--- src/rtl/button_debouncer_pkg.sv ---
// Shared definitions for the push-button debouncer: per-channel FSM encoding
// and the 50 MHz board timing constants.
package button_debouncer_pkg;

  typedef enum logic [2:0] {
    ST_RELEASED     = 3'd0,
    ST_PRESS_WAIT   = 3'd1,
    ST_HELD         = 3'd2,
    ST_REPEATING    = 3'd3,
    ST_RELEASE_WAIT = 3'd4
  } btn_fsm_e;

  // 50 MHz board clock: 20 ms debounce, 0.5 s repeat delay, 0.1 s repeat rate
  localparam int unsigned DEB_20MS_CYCLES      = 1000000;
  localparam int unsigned REP_DELAY_0P5S_CYCLES = 25000000;
  localparam int unsigned REP_RATE_0P1S_CYCLES  = 5000000;
  localparam int unsigned CNT_W_DEFAULT         = 25;

endpackage

--- src/rtl/button_debouncer_channel.sv ---
// One button channel: polarity normalise, 2-flop synchroniser, debounce /
// auto-repeat FSM with its counter and registered event pulses.
//
// state        | meaning
// RELEASED     | debounced level 0, waiting for the pin to go active
// PRESS_WAIT   | pin active, counting the debounce window before accepting
// HELD         | press accepted, counting the initial repeat delay
// REPEATING    | auto-repeat running, one pulse per repeat period
// RELEASE_WAIT | pin inactive while pressed, counting the release window
module button_debouncer_channel
  import button_debouncer_pkg::*;
#(
  parameter int unsigned ACTIVE_LOW      = 1,
  parameter int unsigned DEBOUNCE_CYCLES = DEB_20MS_CYCLES,
  parameter int unsigned REPEAT_DELAY    = REP_DELAY_0P5S_CYCLES,
  parameter int unsigned REPEAT_RATE     = REP_RATE_0P1S_CYCLES,
  parameter int unsigned CNT_W           = CNT_W_DEFAULT
) (
  input  logic clk,
  input  logic reset,
  input  logic btn_raw,
  output logic btn_state,
  output logic press_pulse,
  output logic release_pulse,
  output logic repeat_pulse
);

  localparam logic [CNT_W-1:0] DEB_TC = CNT_W'(DEBOUNCE_CYCLES - 1);
  localparam logic [CNT_W-1:0] DLY_TC = CNT_W'(REPEAT_DELAY - 1);
  localparam logic [CNT_W-1:0] RPT_TC = CNT_W'(REPEAT_RATE - 1);
  localparam logic [CNT_W-1:0] CNT_ONE = CNT_W'(1);

  logic             w_norm;
  logic             w_sync;
  logic [1:0]       r_sync;
  btn_fsm_e         r_state, w_state_nxt;
  logic [CNT_W-1:0] r_cnt, w_cnt_nxt;
  logic             r_btn_state, w_btn_state_nxt;
  logic             r_press, w_press_nxt;
  logic             r_release, w_release_nxt;
  logic             r_repeat, w_repeat_nxt;

  assign w_norm = (ACTIVE_LOW != 0) ? ~btn_raw : btn_raw;
  assign w_sync = r_sync[1];

  always_ff @(posedge clk) begin
    if (reset) begin
      r_sync      <= 2'b00;
      r_state     <= ST_RELEASED;
      r_cnt       <= '0;
      r_btn_state <= 1'b0;
      r_press     <= 1'b0;
      r_release   <= 1'b0;
      r_repeat    <= 1'b0;
    end else begin
      r_sync      <= {r_sync[0], w_norm};
      r_state     <= w_state_nxt;
      r_cnt       <= w_cnt_nxt;
      r_btn_state <= w_btn_state_nxt;
      r_press     <= w_press_nxt;
      r_release   <= w_release_nxt;
      r_repeat    <= w_repeat_nxt;
    end
  end

  always_comb begin
    w_state_nxt     = r_state;
    w_cnt_nxt       = r_cnt + CNT_ONE;
    w_btn_state_nxt = r_btn_state;
    w_press_nxt     = 1'b0;
    w_release_nxt   = 1'b0;
    w_repeat_nxt    = 1'b0;
    case (r_state)
      ST_RELEASED: begin
        w_cnt_nxt = '0;
        if (w_sync) w_state_nxt = ST_PRESS_WAIT;
      end
      ST_PRESS_WAIT: begin
        if (!w_sync) begin
          w_state_nxt = ST_RELEASED;
          w_cnt_nxt   = '0;
        end else if (r_cnt == DEB_TC) begin
          w_state_nxt     = ST_HELD;
          w_cnt_nxt       = '0;
          w_btn_state_nxt = 1'b1;
          w_press_nxt     = 1'b1;
        end
      end
      ST_HELD: begin
        if (!w_sync) begin
          w_state_nxt = ST_RELEASE_WAIT;
          w_cnt_nxt   = '0;
        end else if (r_cnt == DLY_TC) begin
          w_state_nxt  = ST_REPEATING;
          w_cnt_nxt    = '0;
          w_repeat_nxt = 1'b1;
        end
      end
      ST_REPEATING: begin
        if (!w_sync) begin
          w_state_nxt = ST_RELEASE_WAIT;
          w_cnt_nxt   = '0;
        end else if (r_cnt == RPT_TC) begin
          w_cnt_nxt    = '0;
          w_repeat_nxt = 1'b1;
        end
      end
      ST_RELEASE_WAIT: begin
        // A short inactive glitch returns to HELD, so the repeat delay restarts
        if (w_sync) begin
          w_state_nxt = ST_HELD;
          w_cnt_nxt   = '0;
        end else if (r_cnt == DEB_TC) begin
          w_state_nxt     = ST_RELEASED;
          w_cnt_nxt       = '0;
          w_btn_state_nxt = 1'b0;
          w_release_nxt   = 1'b1;
        end
      end
      default: begin
        w_state_nxt     = ST_RELEASED;
        w_cnt_nxt       = '0;
        w_btn_state_nxt = 1'b0;
      end
    endcase
  end

  assign btn_state     = r_btn_state;
  assign press_pulse   = r_press;
  assign release_pulse = r_release;
  assign repeat_pulse  = r_repeat;

endmodule

--- src/rtl/button_debouncer.sv ---
// Debounces NUM_BUTTONS raw push buttons into clean levels and single-cycle
// press / release / auto-repeat events; any_held flags any button down.
module button_debouncer
  import button_debouncer_pkg::*;
#(
  parameter int unsigned NUM_BUTTONS     = 4,
  parameter int unsigned ACTIVE_LOW      = 1,
  parameter int unsigned DEBOUNCE_CYCLES = DEB_20MS_CYCLES,
  parameter int unsigned REPEAT_DELAY    = REP_DELAY_0P5S_CYCLES,
  parameter int unsigned REPEAT_RATE     = REP_RATE_0P1S_CYCLES,
  parameter int unsigned CNT_W           = CNT_W_DEFAULT
) (
  input  logic                   clk,
  input  logic                   reset,
  input  logic [NUM_BUTTONS-1:0] btn_raw,
  output logic [NUM_BUTTONS-1:0] btn_state,
  output logic [NUM_BUTTONS-1:0] press_pulse,
  output logic [NUM_BUTTONS-1:0] release_pulse,
  output logic [NUM_BUTTONS-1:0] repeat_pulse,
  output logic                   any_held
);

  for (genvar g = 0; g < NUM_BUTTONS; g++) begin : g_chan
    button_debouncer_channel #(
      .ACTIVE_LOW      (ACTIVE_LOW),
      .DEBOUNCE_CYCLES (DEBOUNCE_CYCLES),
      .REPEAT_DELAY    (REPEAT_DELAY),
      .REPEAT_RATE     (REPEAT_RATE),
      .CNT_W           (CNT_W)
    ) u_chan (
      .clk           (clk),
      .reset         (reset),
      .btn_raw       (btn_raw[g]),
      .btn_state     (btn_state[g]),
      .press_pulse   (press_pulse[g]),
      .release_pulse (release_pulse[g]),
      .repeat_pulse  (repeat_pulse[g])
    );
  end

  assign any_held = |btn_state;

endmodule

--- config.mk ---
export PLATFORM = sky130hd
export DESIGN_NAME = button_debouncer
export DESIGN_NICKNAME = d
export VERILOG_FILES = /design/src/rtl/button_debouncer_pkg.sv /design/src/rtl/button_debouncer_channel.sv /design/src/rtl/button_debouncer.sv
export SDC_FILE = /design/constraint.sdc
export NUM_CORES = 1
export LEC_CHECK = 0
export ABC_AREA = 1
export BUFFER_PORTS_ARGS = -buffer_cell sky130_fd_sc_hd__buf_2
export CAP_MARGIN = 20
export CORE_MARGIN = 3
export CORE_UTILIZATION = 55
export CTS_CLUSTER_DIAMETER = 150
export DETAILED_ROUTE_END_ITERATION = 16
export PLACE_DENSITY = 0.79
export SKIP_LAST_GASP = 1
export SLEW_MARGIN = 20
export SYNTH_ARGS = -nofsm -noshare
export SYNTH_HDL_FRONTEND = slang
export SYNTH_SLANG_ARGS = --single-unit
--- constraint.sdc ---
create_clock -name clk -period 1.6 [get_ports clk]
set_input_delay 0.16 -clock clk [delete_from_list [all_inputs] [get_ports clk]]
set_output_delay 0.16 -clock clk [all_outputs]
set_load 0.02 [all_outputs]
==> flow_metrics.tcl <==
set metrics [dict create \
    outcome "finished, violations left" \
    violations "negative setup slack" \
    clk_root_buffer_cell "clkbuf_16" \
    worstSetupPathType "reg -> reg" \
    n_antenna_cell 0 \
    htree_num_levels 4 \
    met3_usage_pct 5.30 \
    viasPerCell 5.73 \
    die_w_um 126 \
    dp_hpwl_mm 15.1 \
    hold_end "g_chan[1].u_chan.r_sync[1]$_SDFF_PP0_" \
    synth.ff_latch_count 136 \
    hold_depth 2 \
    finalNonFillerCells 1595 \
    initial_core_util_pct 56.4 \
    antenna_found_initial 0 \
    syn-mean-instance-area_sq_um 6.48 \
    hold_violations 0 \
    stdcell_area_sq_um 11000 \
    wl_mm 25.5 \
    fin_skew_ns 0.0127 \
    ys_types 38 \
    nNetsFinal 1412 \
    grt_overflow 0 \
    top_usage_layer "met2" \
    cp.required_ns 1.91 \
    layout_worst_path_cycle_share_pct 117 \
    cts_sinks 136 \
    clk_path_buf_depth 2 \
    r2r_end "g_chan[0].u_chan.r_cnt[24]$_SDFF_PP0_" \
    fin_ws_ns -0.266 \
    fin_util_pct 79.1 \
    min_from "reset" \
    p_comb_share_pct 19.6 \
    cts_buffers 17 \
    setup_viol 113 \
    fin_crit_ns 1.87 \
    cp.arrival_ns 2.18 \
    ir_drop_mv 0.893 \
    fp.dieH_um 126 \
    grt_use_total_pct 26.5 \
    yosysWarnings 0 \
    maxSlewViolCount 0 \
    reg2reg_from "g_chan[0].u_chan.r_cnt[19]$_SDFF_PP0_" \
    internal-power_mw 6.76 \
    grt_max_degree 26 \
    p_leak_nw 4.56 \
    cts_tree "built" \
    wl_per_cell_um 16.0 \
    synthCells 1213 \
    met2_usage_pct 45.2 \
    power.density_nw_per_um2 871 \
    antenna_left 0 \
    endpoint_kind "flop" \
    syn_area_sq_um 7860 \
    worst_slew_margin_rel_pct 65.4 \
    drc 0 \
    tightestPinTransition_ns 0.519 \
    placedCellCount 1526 \
    maxCapViolations 0 \
    swShare_pct 29.6 \
    dr.first_iter.drc_count 1140 \
    power_mw 9.60 \
    rrSetupSlack_ns -0.27 \
    grt_pass1_vias 8010 \
    drive_gt1_share_pct 31.9 \
    cts.clk_slew.worst_paths_ns 0.06 \
    worst_skew_pair.late_latency_ns 0.43 \
    ios 23 \
    met1_usage_pct 31.8 \
    fmax_ghz 0.536 \
    seqPwrFrac_pct 37.7 \
    nFillCells 890 \
    place_area_sq_um 9220 \
    dieArea_sq_um 15800 \
    p_sw_mw 2.85 \
    clockPowerShare_pct 42.7 \
    crit_fanout 8 \
    synth_fp_nets 1223 \
    area_growth_pct 40.2 \
    firstDrtPassIters 7 \
    core_area_sq_um 13900 \
    grt_first_pass_wirelength_mm 35.0 \
    start_kind "flop" \
    rows 43 \
    finalWeightedCongestion 0.986 \
    ys_seq_area_share_pct 34.6 \
    rsz0062_at_grt "true" \
    num_vias 9138 \
    port_buffers 22 \
    worstRegToRegCells 10 \
    hold_path_class "in -> reg" \
]
==> layer usage <==
layer	part of all wire, %	vias to the layer above	wire length (um)
met2	49	530	12500
met4	5.3	0	1370
met1	38	4197	9760
li1	-	4264	-
met5	0	-	0
met3	7.6	147	1940
==> cell usage after synthesis, drive strengths merged <==
library cell	n	area, sq um
nand4	34	213
xor2	44	385
or2	3	18.8
o211ai	2	15.0
clkbuf	8	30.0
o31ai	3	22.5
inv	171	642
o22ai	3	18.8
a31oi	4	40.0
clkinv	1	3.75
nor4	13	87.6
ha	4	50.1
a21oi	21	105
o21ai	29	160
buf	28	224
nor2	230	908
nor3	104	564
xnor2	11	96.3
and3	2	12.5
o21bai	4	30.0
dfxtp	136	2720
nand2	251	955
nand3	103	526
nand3b	4	30.0
==> worst max-delay path, stage by stage, from the launching register on <==
cell and delay (ns):
dfxtp_1 0.35, nand2_1 0.16, nor2_4 0.16, nand3_1 0.11, nor2_1 0.16, nand2_2 0.10
nand3_2 0.11, nand2_4 0.09, o21ai_4 0.24, clkbuf_16 0.21, nor2_2 0.04
==> layout make-up <==
class / count / area [sq um] / share of cell area [%]
Tap cell: 180 / 225 / 2.04
Sequential cell: 136 / 2750 / 25.0
Clock inverter: 11 / 145 / 1.32
Inverter: 172 / 648 / 5.88
Clock buffer: 21 / 470 / 4.27
Multi-Input combinational cell: 869 / 5080 / 46.1
Timing Repair Buffer: 206 / 1690 / 15.4
==> stage by stage <==
| step | worst slack, ns | hold WS, ns | setup TNS [ns] |
|---|---|---|---|
| finish | -0.266 | 0.142 | -17.48 |
| global route | -0.319 | 0.138 | -27.95 |
| CTS | -0.103 | 0.0977 | -4.93 |
| detailed placement | -0.142 | 0.328 | -5.93 |
| global placement | -0.0379 | 0.338 | -1.49 |
| floorplan | -0.0226 | 0.227 | -0.393 |
==> what timing repair did <==
action                                 4_1_cts  5_1_grt
endpoints found under the hold margin        4        0
setup buffers                                7       23
pin swaps                                   13       50
setup endpoints to repair                  111      118
hold buffers                                 4        0
cloned                                       1        4
resized for setup                           27      203
==> flip-flops by register name (all words and copies together) (netlist names) <==
| register | flops |
|---|---|
| g_chan.u_chan.btn_state | 4 |
| g_chan.u_chan.press_pulse | 4 |
| g_chan.u_chan.r_cnt | 100 |
| g_chan.u_chan.r_state | 12 |
| g_chan.u_chan.r_sync | 8 |
| g_chan.u_chan.release_pulse | 4 |
| g_chan.u_chan.repeat_pulse | 4 |
==> placed cells by master (no fill, tap or decap), drive strengths merged <==
master and instances:
nand2 251, nor2 230, buf 199, inv 172, dfxtp 136, nor3 104
nand3 103, xor2 44, nand4 34, o21ai 29, clkbuf 24, a21oi 21
nor4 13, xnor2 11, clkinv 5, o21bai 4, nand3b 4, ha 4
dlygate4sd3 4, a31oi 4, o31ai 3, or2 3, o22ai 3, bufinv 3
clkinvlp 3, o211ai 2, and3 2
==> how the worst max path moves through the flow <==
| stage | startpoint | end | slack [ns] |
|---|---|---|---|
| after floorplan | g_chan[3].u_chan.r_cnt[1]$_SDFF_PP0_ | g_chan[3].u_chan.r_cnt[18]$_SDFF_PP0_ | -0.02 |
| after detailed placement | g_chan[2].u_chan.r_cnt[8]$_SDFF_PP0_ | g_chan[2].u_chan.r_cnt[19]$_SDFF_PP0_ | -0.14 |
| final | g_chan[0].u_chan.r_cnt[19]$_SDFF_PP0_ | g_chan[0].u_chan.r_cnt[24]$_SDFF_PP0_ | -0.27 |
| after CTS | g_chan[2].u_chan.r_cnt[1]$_SDFF_PP0_ | g_chan[2].u_chan.r_cnt[13]$_SDFF_PP0_ | -0.10 |
| after global routing | g_chan[0].u_chan.r_cnt[11]$_SDFF_PP0_ | g_chan[0].u_chan.r_cnt[24]$_SDFF_PP0_ | -0.32 |
| after global placement | g_chan[3].u_chan.r_cnt[1]$_SDFF_PP0_ | g_chan[3].u_chan.r_cnt[2]$_SDFF_PP0_ | -0.04 |
==> power groups by stage <==
stage                     sequential, mW  clock [mW]  combinational (mW)
after CTS                           3.61        4.12                1.40
after detailed placement            3.68           0                1.32
final                               3.62        4.10                1.88
after global placement              3.68           0                1.32
after floorplan                     3.66           0               0.994
after global routing                3.64        4.27                2.03
==> logic make-up (layout without fill, tap and decap cells) <==
group / Yosys count / count (layout) / synth area share [%]
AND/OR/NAND/NOR: 744 / 744 / 42.2
flip-flops: 136 / 136 / 34.6
XOR/XNOR: 55 / 55 / 6.13
adder cells (fa/ha/maj): 4 / 4 / 0.637
buffers and inverters: 208 / 410 / 11.4
AO/OA/AOI/OAI: 66 / 66 / 4.98
(Power assumes the default switching activity.)
